===== src/rtl/hazard_scoreboard.sv =====
// hazard_scoreboard
//   Issue-hazard unit for a multi-lane in-order pipeline. It keeps a pending-latency
//   counter per architectural register, a serialisation drain counter, and it
//   qualifies issue on the multiply/divide ready flag. Each cycle it grants the
//   longest in-order prefix of eligible decode lanes.
//
// Ports
//   clk, reset         clock, synchronous active-high reset
//   lane_valid         lane i holds a decoded instruction
//   srca/srcb/dst      per-lane register addresses, lane i at [i*RAW +: RAW]
//   usea/useb          lane reads srca/srcb
//   regwrite           lane writes dst
//   lat                per-lane result latency (0 = next-cycle bypass)
//   serial             serialising op (hi/lo/cp0 write, tlbr, tlbp)
//   mult_ok            multdiv unit idle or result ready
//   freeze             backend stall, holds all state
//   flush              redirect, clears all state
//   issue_num          number of lanes issued (lanes 0..issue_num-1)
//   stallD             decode/fetch must hold
//   flushE             bubble inserted into execute
//   busy               any counter nonzero
module hazard_scoreboard #(
    parameter int ISSUE_W   = 2,
    parameter int NREG      = 32,
    parameter int RAW       = 5,
    parameter int LAT_W     = 3,
    parameter int SER_DRAIN = 3
) (
    input  logic                       clk,
    input  logic                       reset,
    input  logic [ISSUE_W-1:0]         lane_valid,
    input  logic [ISSUE_W*RAW-1:0]     srca,
    input  logic [ISSUE_W*RAW-1:0]     srcb,
    input  logic [ISSUE_W-1:0]         usea,
    input  logic [ISSUE_W-1:0]         useb,
    input  logic [ISSUE_W*RAW-1:0]     dst,
    input  logic [ISSUE_W-1:0]         regwrite,
    input  logic [ISSUE_W*LAT_W-1:0]   lat,
    input  logic [ISSUE_W-1:0]         serial,
    input  logic                       mult_ok,
    input  logic                       freeze,
    input  logic                       flush,
    output logic [$clog2(ISSUE_W+1)-1:0] issue_num,
    output logic                       stallD,
    output logic                       flushE,
    output logic                       busy
);

    localparam int NUM_W = $clog2(ISSUE_W + 1);
    localparam int SER_W = $clog2(SER_DRAIN + 1);

    logic [LAT_W-1:0] cnt_q [NREG];
    logic [LAT_W-1:0] cnt_d [NREG];
    logic [SER_W-1:0] ser_cnt_q;
    logic [SER_W-1:0] ser_cnt_d;

    logic [ISSUE_W-1:0] elig;
    logic [ISSUE_W-1:0] issued;
    logic [NUM_W-1:0]   num_issue;
    logic [NUM_W-1:0]   num_valid;
    logic               busy_raw;

    // Per-lane eligibility, evaluated against registered counters only.
    always_comb begin
        elig = '0;
        for (int i = 0; i < ISSUE_W; i++) begin
            logic [RAW-1:0]   sa, sb, di, dj;
            logic [LAT_W-1:0] li;
            logic             ok;
            sa = srca[i*RAW +: RAW];
            sb = srcb[i*RAW +: RAW];
            di = dst[i*RAW +: RAW];
            li = lat[i*LAT_W +: LAT_W];
            ok = lane_valid[i] & mult_ok & (ser_cnt_q == '0);
            if (usea[i] && cnt_q[sa] != '0) ok = 1'b0;
            if (useb[i] && cnt_q[sb] != '0) ok = 1'b0;
            // Writer must not complete before an older in-flight write to the same reg.
            if (regwrite[i] && di != '0 && cnt_q[di] > li) ok = 1'b0;
            if (serial[i] && i != 0) ok = 1'b0;
            for (int j = 0; j < ISSUE_W; j++) begin
                dj = dst[j*RAW +: RAW];
                if (j < i) begin
                    if (serial[j]) ok = 1'b0;
                    if (regwrite[j] && dj != '0 &&
                        ((usea[i] && sa == dj) || (useb[i] && sb == dj)))
                        ok = 1'b0;
                end
            end
            elig[i] = ok;
        end
    end

    // Leading-prefix counts of eligible and of valid lanes.
    always_comb begin
        logic run_e, run_v, gate;
        issued    = '0;
        num_issue = '0;
        num_valid = '0;
        run_e     = 1'b1;
        run_v     = 1'b1;
        gate      = reset | freeze | flush;
        for (int i = 0; i < ISSUE_W; i++) begin
            if (run_e && elig[i] && !gate) begin
                issued[i] = 1'b1;
                num_issue = num_issue + NUM_W'(1);
            end else begin
                run_e = 1'b0;
            end
            if (run_v && lane_valid[i]) begin
                num_valid = num_valid + NUM_W'(1);
            end else begin
                run_v = 1'b0;
            end
        end
    end

    // Decrement-then-load; later lanes overwrite earlier ones on the same dst.
    always_comb begin
        for (int r = 0; r < NREG; r++) begin
            cnt_d[r] = (cnt_q[r] != '0) ? cnt_q[r] - LAT_W'(1) : '0;
        end
        ser_cnt_d = (ser_cnt_q != '0) ? ser_cnt_q - SER_W'(1) : '0;
        for (int i = 0; i < ISSUE_W; i++) begin
            if (issued[i] && regwrite[i] && dst[i*RAW +: RAW] != '0)
                cnt_d[dst[i*RAW +: RAW]] = lat[i*LAT_W +: LAT_W];
            if (issued[i] && serial[i])
                ser_cnt_d = SER_W'(SER_DRAIN);
        end
    end

    always_comb begin
        busy_raw = (ser_cnt_q != '0);
        for (int r = 0; r < NREG; r++) begin
            if (cnt_q[r] != '0) busy_raw = 1'b1;
        end
    end

    always_ff @(posedge clk) begin
        if (reset || flush) begin
            for (int r = 0; r < NREG; r++) cnt_q[r] <= '0;
            ser_cnt_q <= '0;
        end else if (!freeze) begin
            for (int r = 0; r < NREG; r++) cnt_q[r] <= cnt_d[r];
            ser_cnt_q <= ser_cnt_d;
        end
    end

    assign issue_num = num_issue;
    assign stallD    = ~reset & ~flush & (num_issue < num_valid);
    assign flushE    = ~reset & ~freeze & ~flush & (num_issue == '0) & lane_valid[0];
    assign busy      = ~reset & busy_raw;

endmodule


===== config.mk =====
export PLATFORM = sky130hd
export DESIGN_NAME = hazard_scoreboard
export DESIGN_NICKNAME = d
export VERILOG_FILES = /design/src/rtl/hazard_scoreboard.sv
export SDC_FILE = /design/constraint.sdc
export NUM_CORES = 1
export LEC_CHECK = 0
export CORE_ASPECT_RATIO = 1.25
export CORE_MARGIN = 5
export CORE_UTILIZATION = 57
export DETAILED_ROUTE_END_ITERATION = 10
export PLACE_DENSITY = 0.73
export SLEW_MARGIN = 15
export SYNTH_ARGS = -nofsm -noshare
export SYNTH_HDL_FRONTEND = slang
export SYNTH_SLANG_ARGS = --single-unit

===== constraint.sdc =====
create_clock -name clk -period 9 [get_ports clk]
set_input_delay 0.9 -clock clk [delete_from_list [all_inputs] [get_ports clk]]
set_output_delay 0.9 -clock clk [all_outputs]
set_load 0.005 [all_outputs]

# Word-level counts from Yosys, hierarchy flattened
# Memories as Yosys holds them, arrays and structs flattened.
# Index checks and enable logic that the tools add are counted.
# word_totals
ramBits	96
mem_count	1
input_bits	51
regBits	2
output_inout_bits	5
word_cells	291
# memory_table
name	depth	width	read_ports	rd_ports_with_merged_regs	write_ports	line_no	source
cnt_q	32	3	38	0	32	52	logic [LAT_W-1:0] cnt_q [NREG];
# classes
add_sub_neg	35
magnitude_cmp	7
reduce_logical	67
eq_ne	2
n_bitwise	50
mux	128
# op_table
op	count
$mux 3	66
$bwmux 96	2
$mux 96	2
$reduce_bool 3->1	36
$sub 3x1->3 const B	32
$mux 1	51
$or 1x1->1	34
$demux 3 s5	2
$logic_and 1x1->1	23
$ge 6x6->1 const B	2
$lt 6x1->1 const B	2
$not 5->6	2
$and 1x1->1	11
$eq 5x5->1	2
$mux 2	5
$reduce_bool 5->1	2
$gt 3x3->1	2
$add 2x1->2 const B	2
$logic_not 2->1	2
$not 1->1	3
$logic_or 1x1->1	2
$lt 2x2->1	1
$reduce_bool 2->1	1
$sub 2x1->2 const B	1
$logic_not 1->1	1

# Longest topological paths before layout
# An unclocked memory read counts as a cell.
# logic_depth
depth_word	35
depth_mapped	22
mapped_depth_nobuf	17

# Least setup slack after synthesis
# OpenSTA, ideal clock, no wires.
# synth_path
path_type	input -> output
from	input dst[0]
to	output stallD
slack_ns	2.546
arrival_time_ns	5.554
required_time_ns	8.100
path_stages	18
n_path_buf	5
path_cell_list	buf_1 > buf_1 > mux4_2 > mux4_2 > mux2_2 > ha_1 > and3_1 > a211oi_1 > clkbuf_1 > nor2_1 > o2111a_1 > buf_6 > buf_6 > and2_1 > o311a_1 > ha_1 > ha_1 > a211oi_1
# synth_via
elab_chain_cells	11
elab_cells_between_ends	22
cone_classes	1 x add/sub; 2 x order compare; 2 x eq/ne; 5 x mux; 1 x bitwise; 10 x reduce/logical; 1 x memory
# synth_rtl
item	line_no	source
start, declared	36	input logic [ISSUE_W*RAW-1:0] dst,
parallel branches: the longest is 8 deep, another holds $mem_v2 32x3	n/a	
$mux 2 *	103	if (run_e && elig[i] && !gate) begin
net issue_num[1]	43	output logic [$clog2(ISSUE_W+1)-1:0] issue_num,
$lt 2x2->1 *	149	assign stallD = ~reset & ~flush & (num_issue < num_valid);
$and 1x1->1 *	149	
end, declared	44	output logic stallD,
# Mark *: on every way through the listed nets, which the timed path passes.

# Final worst setup path
# layout_path
from	input dst[1]
to	output stallD
# layout_via
elab_chain_cells	11
elab_cells_between_ends	22
cone_classes	1 x add/sub; 2 x order compare; 2 x eq/ne; 5 x mux; 1 x bitwise; 10 x reduce/logical; 1 x memory
# layout_rtl
item	line_no
parallel branches: the longest is 8 deep, another holds $mem_v2 32x3	n/a
$mux 2 *	103
$lt 2x2->1 *	149
$and 1x1->1 *	149
# Mark *: on every way between the ends.

==> results.yml <==
grt:
  grtUsageTotal: 0.354
  antenna_found_initial: 1
  grt_first_pass_wirelength_um: 64100
  grt_max_degree: 59
  grt_overflow: 0
  grt_pass1_vias: 10400
clocking:
  cts_sinks: 98
  tritoncts: "yes"
  hold_buffers: 0
  cts_setup_buffers: 0
  h-tree-depth: 3
  cts_inserted_buffers: 9
  clkTransAtPathRegs_ns: 0.07
  root_buffer: "clkbuf_16"
  ctsResizeCount: 0
  clk_path_buf_depth: 2
  clk_latency_ns: 0.37
power_and_ir_drop:
  p_per_area_nw_per_um2: 109
  p_leak_nw: 5.08
  ir_worst_vdd_uv: 87.5
synth:
  syn_avg_cell_area_um2: 9.63
  synth.area.top_cells: "edfxtp_1 (25%), mux4_2 (14%), ha_1 (6.8%)"
  yosysMostFrequentCell: "nor2_1"
  synthCells: 1217
  yosysUniqueCellTypes: 77
  yosys-top-cells-count: "nor2_1 (113), edfxtp_1 (96), o21ai_0 (88), mux4_2 (71), inv_1 (68)"
  synth_warnings: 0
  synth.largest_area_cell: "edfxtp_1"
  ys_async_sr_fraction: 0
  synthesis.nets: 1332
  synth_area_um2: 11700
  seq_area_frac_synth: 0.249
  synth_edf_count: 96
  synth-seq-cells: 98
  synth.top_cell.area_share: 0.246
  ys.flop_type: "edfxtp_1"
sta:
  maxSlewViolCount: 0
  finalSetupTns_ns: 0
  worst_pin_slew_ns: 1.03
  min_period_ns: 6.87
  period_share: 0.764
  slew_headroom: 0.311
  setup_viol: 0
  hold_slack_ns: 0.489
  timing.fmax_ghz: 0.145
  fin_skew_ns: 0.0132
  rsz0062_at_grt: "no"
  hold_violations: 0
  finalWorstSetupSlack_ns: 2.13
critical_path:
  required_ns: 8.10
  critPathSlowestCell: "clkdlybuf4s50_1"
  worstPathCellList: "clkdlybuf4s50_1 -> buf_4 -> mux4_2 -> mux4_2 -> mux2_2 -> ha_1 -> and3_1 -> a211oi_1 -> buf_4 -> nor2_1 -> o2111a_2 -> and2_1 -> o311a_1 -> ha_1 -> ha_1 -> a211oi_1 -> clkdlybuf4s50_1"
  slowest_delay_ns: 0.86
  cp-start-kind: "input port"
  crit_top_cell: "ha_1"
  arrival_ns: 5.97
  crit_path_end_kind: "output port"
  worstRegToRegCells: 13
  crit_type: "input port to output port"
  critPathMaxFanout: 19
floorplanning:
  rows: 58
  die_w_um: 138
  dieHeight_um: 170
  core_um2: 20200
  initial_utilization: 0.581
  io_pins: 56
  dieArea_um2: 23500
final_layout:
  seq_area_um2: 2920
  drive_above_1_share: 0.179
  fill_cells: 1799
  fin_nets: 1323
  diodes: 0
  final_cells: 1483
  postLayoutCellArea_um2: 12600
  multi_input_area_um2: 8080
  area_growth_pct: 7.32
drt:
  first_pass_iters: 6
  final_antenna_net_count: 0
  drc_errors: 0
  drt_wl_total_um: 42400
  vias: 11000
  drt-vias-per-instance: 7.41
  wl_per_cell_um: 28.6
  dr.first_iter.drc_count: 1633
place:
  dp_slack_ns: 2.20
  routabilityCongestion: 1.01
  place_area_um2: 12300
  numPlacedInstances: 1467
  dp_hpwl_um: 30300
  io_buffer_count: 55
min_path:
  min_path_cells: 2
  hp-class: "register to register"
job:
  drv_cap: 0
outcome:
  status: "completed"
[metrics by stage]
step           power [mW]   util
4_1_cts              1.36  0.623
2_1_floorplan       0.832      -
3_3_place_gp        0.963  0.610
5_1_grt              1.41  0.623
3_5_place_dp        0.968  0.610
6_report             1.37  0.623
[sequential cells by signal (all words and copies together), names as in the netlist]
| name | count |
|---|---|
| ser_cnt_q | 2 |
| cnt_q | 96 |
[cells in the final DEF, fill, tap and decap left out, types with 5 or more instances in the layout]
master and n:
o21ai_0 88, mux2_2 21, o2111ai_1 20, nor3b_1 8
nor4_1 21, a211oi_2 5, clkdlybuf4s50_1 53, a21oi_1 44
nor2b_1 7, nand4_4 20, a211oi_1 14, nand4_2 8
nor3_1 43, o22ai_1 11, or4_1 6, a22oi_1 12
nand3b_1 7, o211ai_1 32, or3_1 12, ha_1 64
mux2i_1 31, nand2_1 55, nor2_1 112, nand4_1 18
nor4b_1 5, edfxtp_1 96, buf_4 22, clkbuf_16 9
nand2b_1 12, xor2_1 8, inv_1 68, mux4_2 71
nand3_1 23, a211o_1 5, and2_1 25, o211a_1 46
or2_2 33
[power breakdown]
part	internal (mW)	switching (mW)	total, mW
registers	0.524	0.0530	0.577
clock network	0.191	0.205	0.395
logic	0.165	0.233	0.398
[worst max-delay path, delay by kind of cell]
family	cells	cell delay (ns)
AND/OR/NAND/NOR	3	0.45
adder cells (fa/ha/maj)	3	0.78
multiplexers	3	1.10
AO/OA/AOI/OAI	4	0.69
buffers and inverters	4	2.01
[path summary, 6_finish.rpt]
path | from | endpoint | slack [ns]
max | dst[1] | stallD | 2.13
max reg2reg | cnt_q[13][2] | cnt_q[1][1] | 4.35
min | ser_cnt_q[1] | ser_cnt_q[1] | 0.49
min reg2reg | ser_cnt_q[1] | ser_cnt_q[1] | 0.49
[routing by layer]
layer / wire, um / share of wire / track usage / vias to the layer above
met1: 15600 / 0.37 / 0.454 / 5250
met4: 2520 / 0.059 / 0.181 / 2
met3: 5500 / 0.13 / 0.0888 / 201
met2: 18800 / 0.44 / 0.559 / 857
met5: 11 / 0.00026 / 0 / -
li1: - / - / - / 4686
[cells by family after synthesis]
| group | after synthesis | synth area share |
|---|---|---|
| AND/OR/NAND/NOR | 441 | 0.230 |
| multiplexers | 124 | 0.185 |
| XOR/XNOR | 10 | 0.00748 |
| adder cells (fa/ha/maj) | 64 | 0.0683 |
| AO/OA/AOI/OAI | 315 | 0.196 |
| buffers and inverters | 165 | 0.0632 |
| flip-flops | 98 | 0.249 |
[area by class of cell]
type                            count  share of cell area
Clock buffer                        9              0.0179
Clock inverter                      7             0.00398
Inverter                           68              0.0203
Multi-Input combinational cell    954               0.642
Sequential cell                    98               0.232
Tap cell                          270              0.0269
Timing Repair Buffer               77              0.0561
Power figures use the tool's default switching activity.
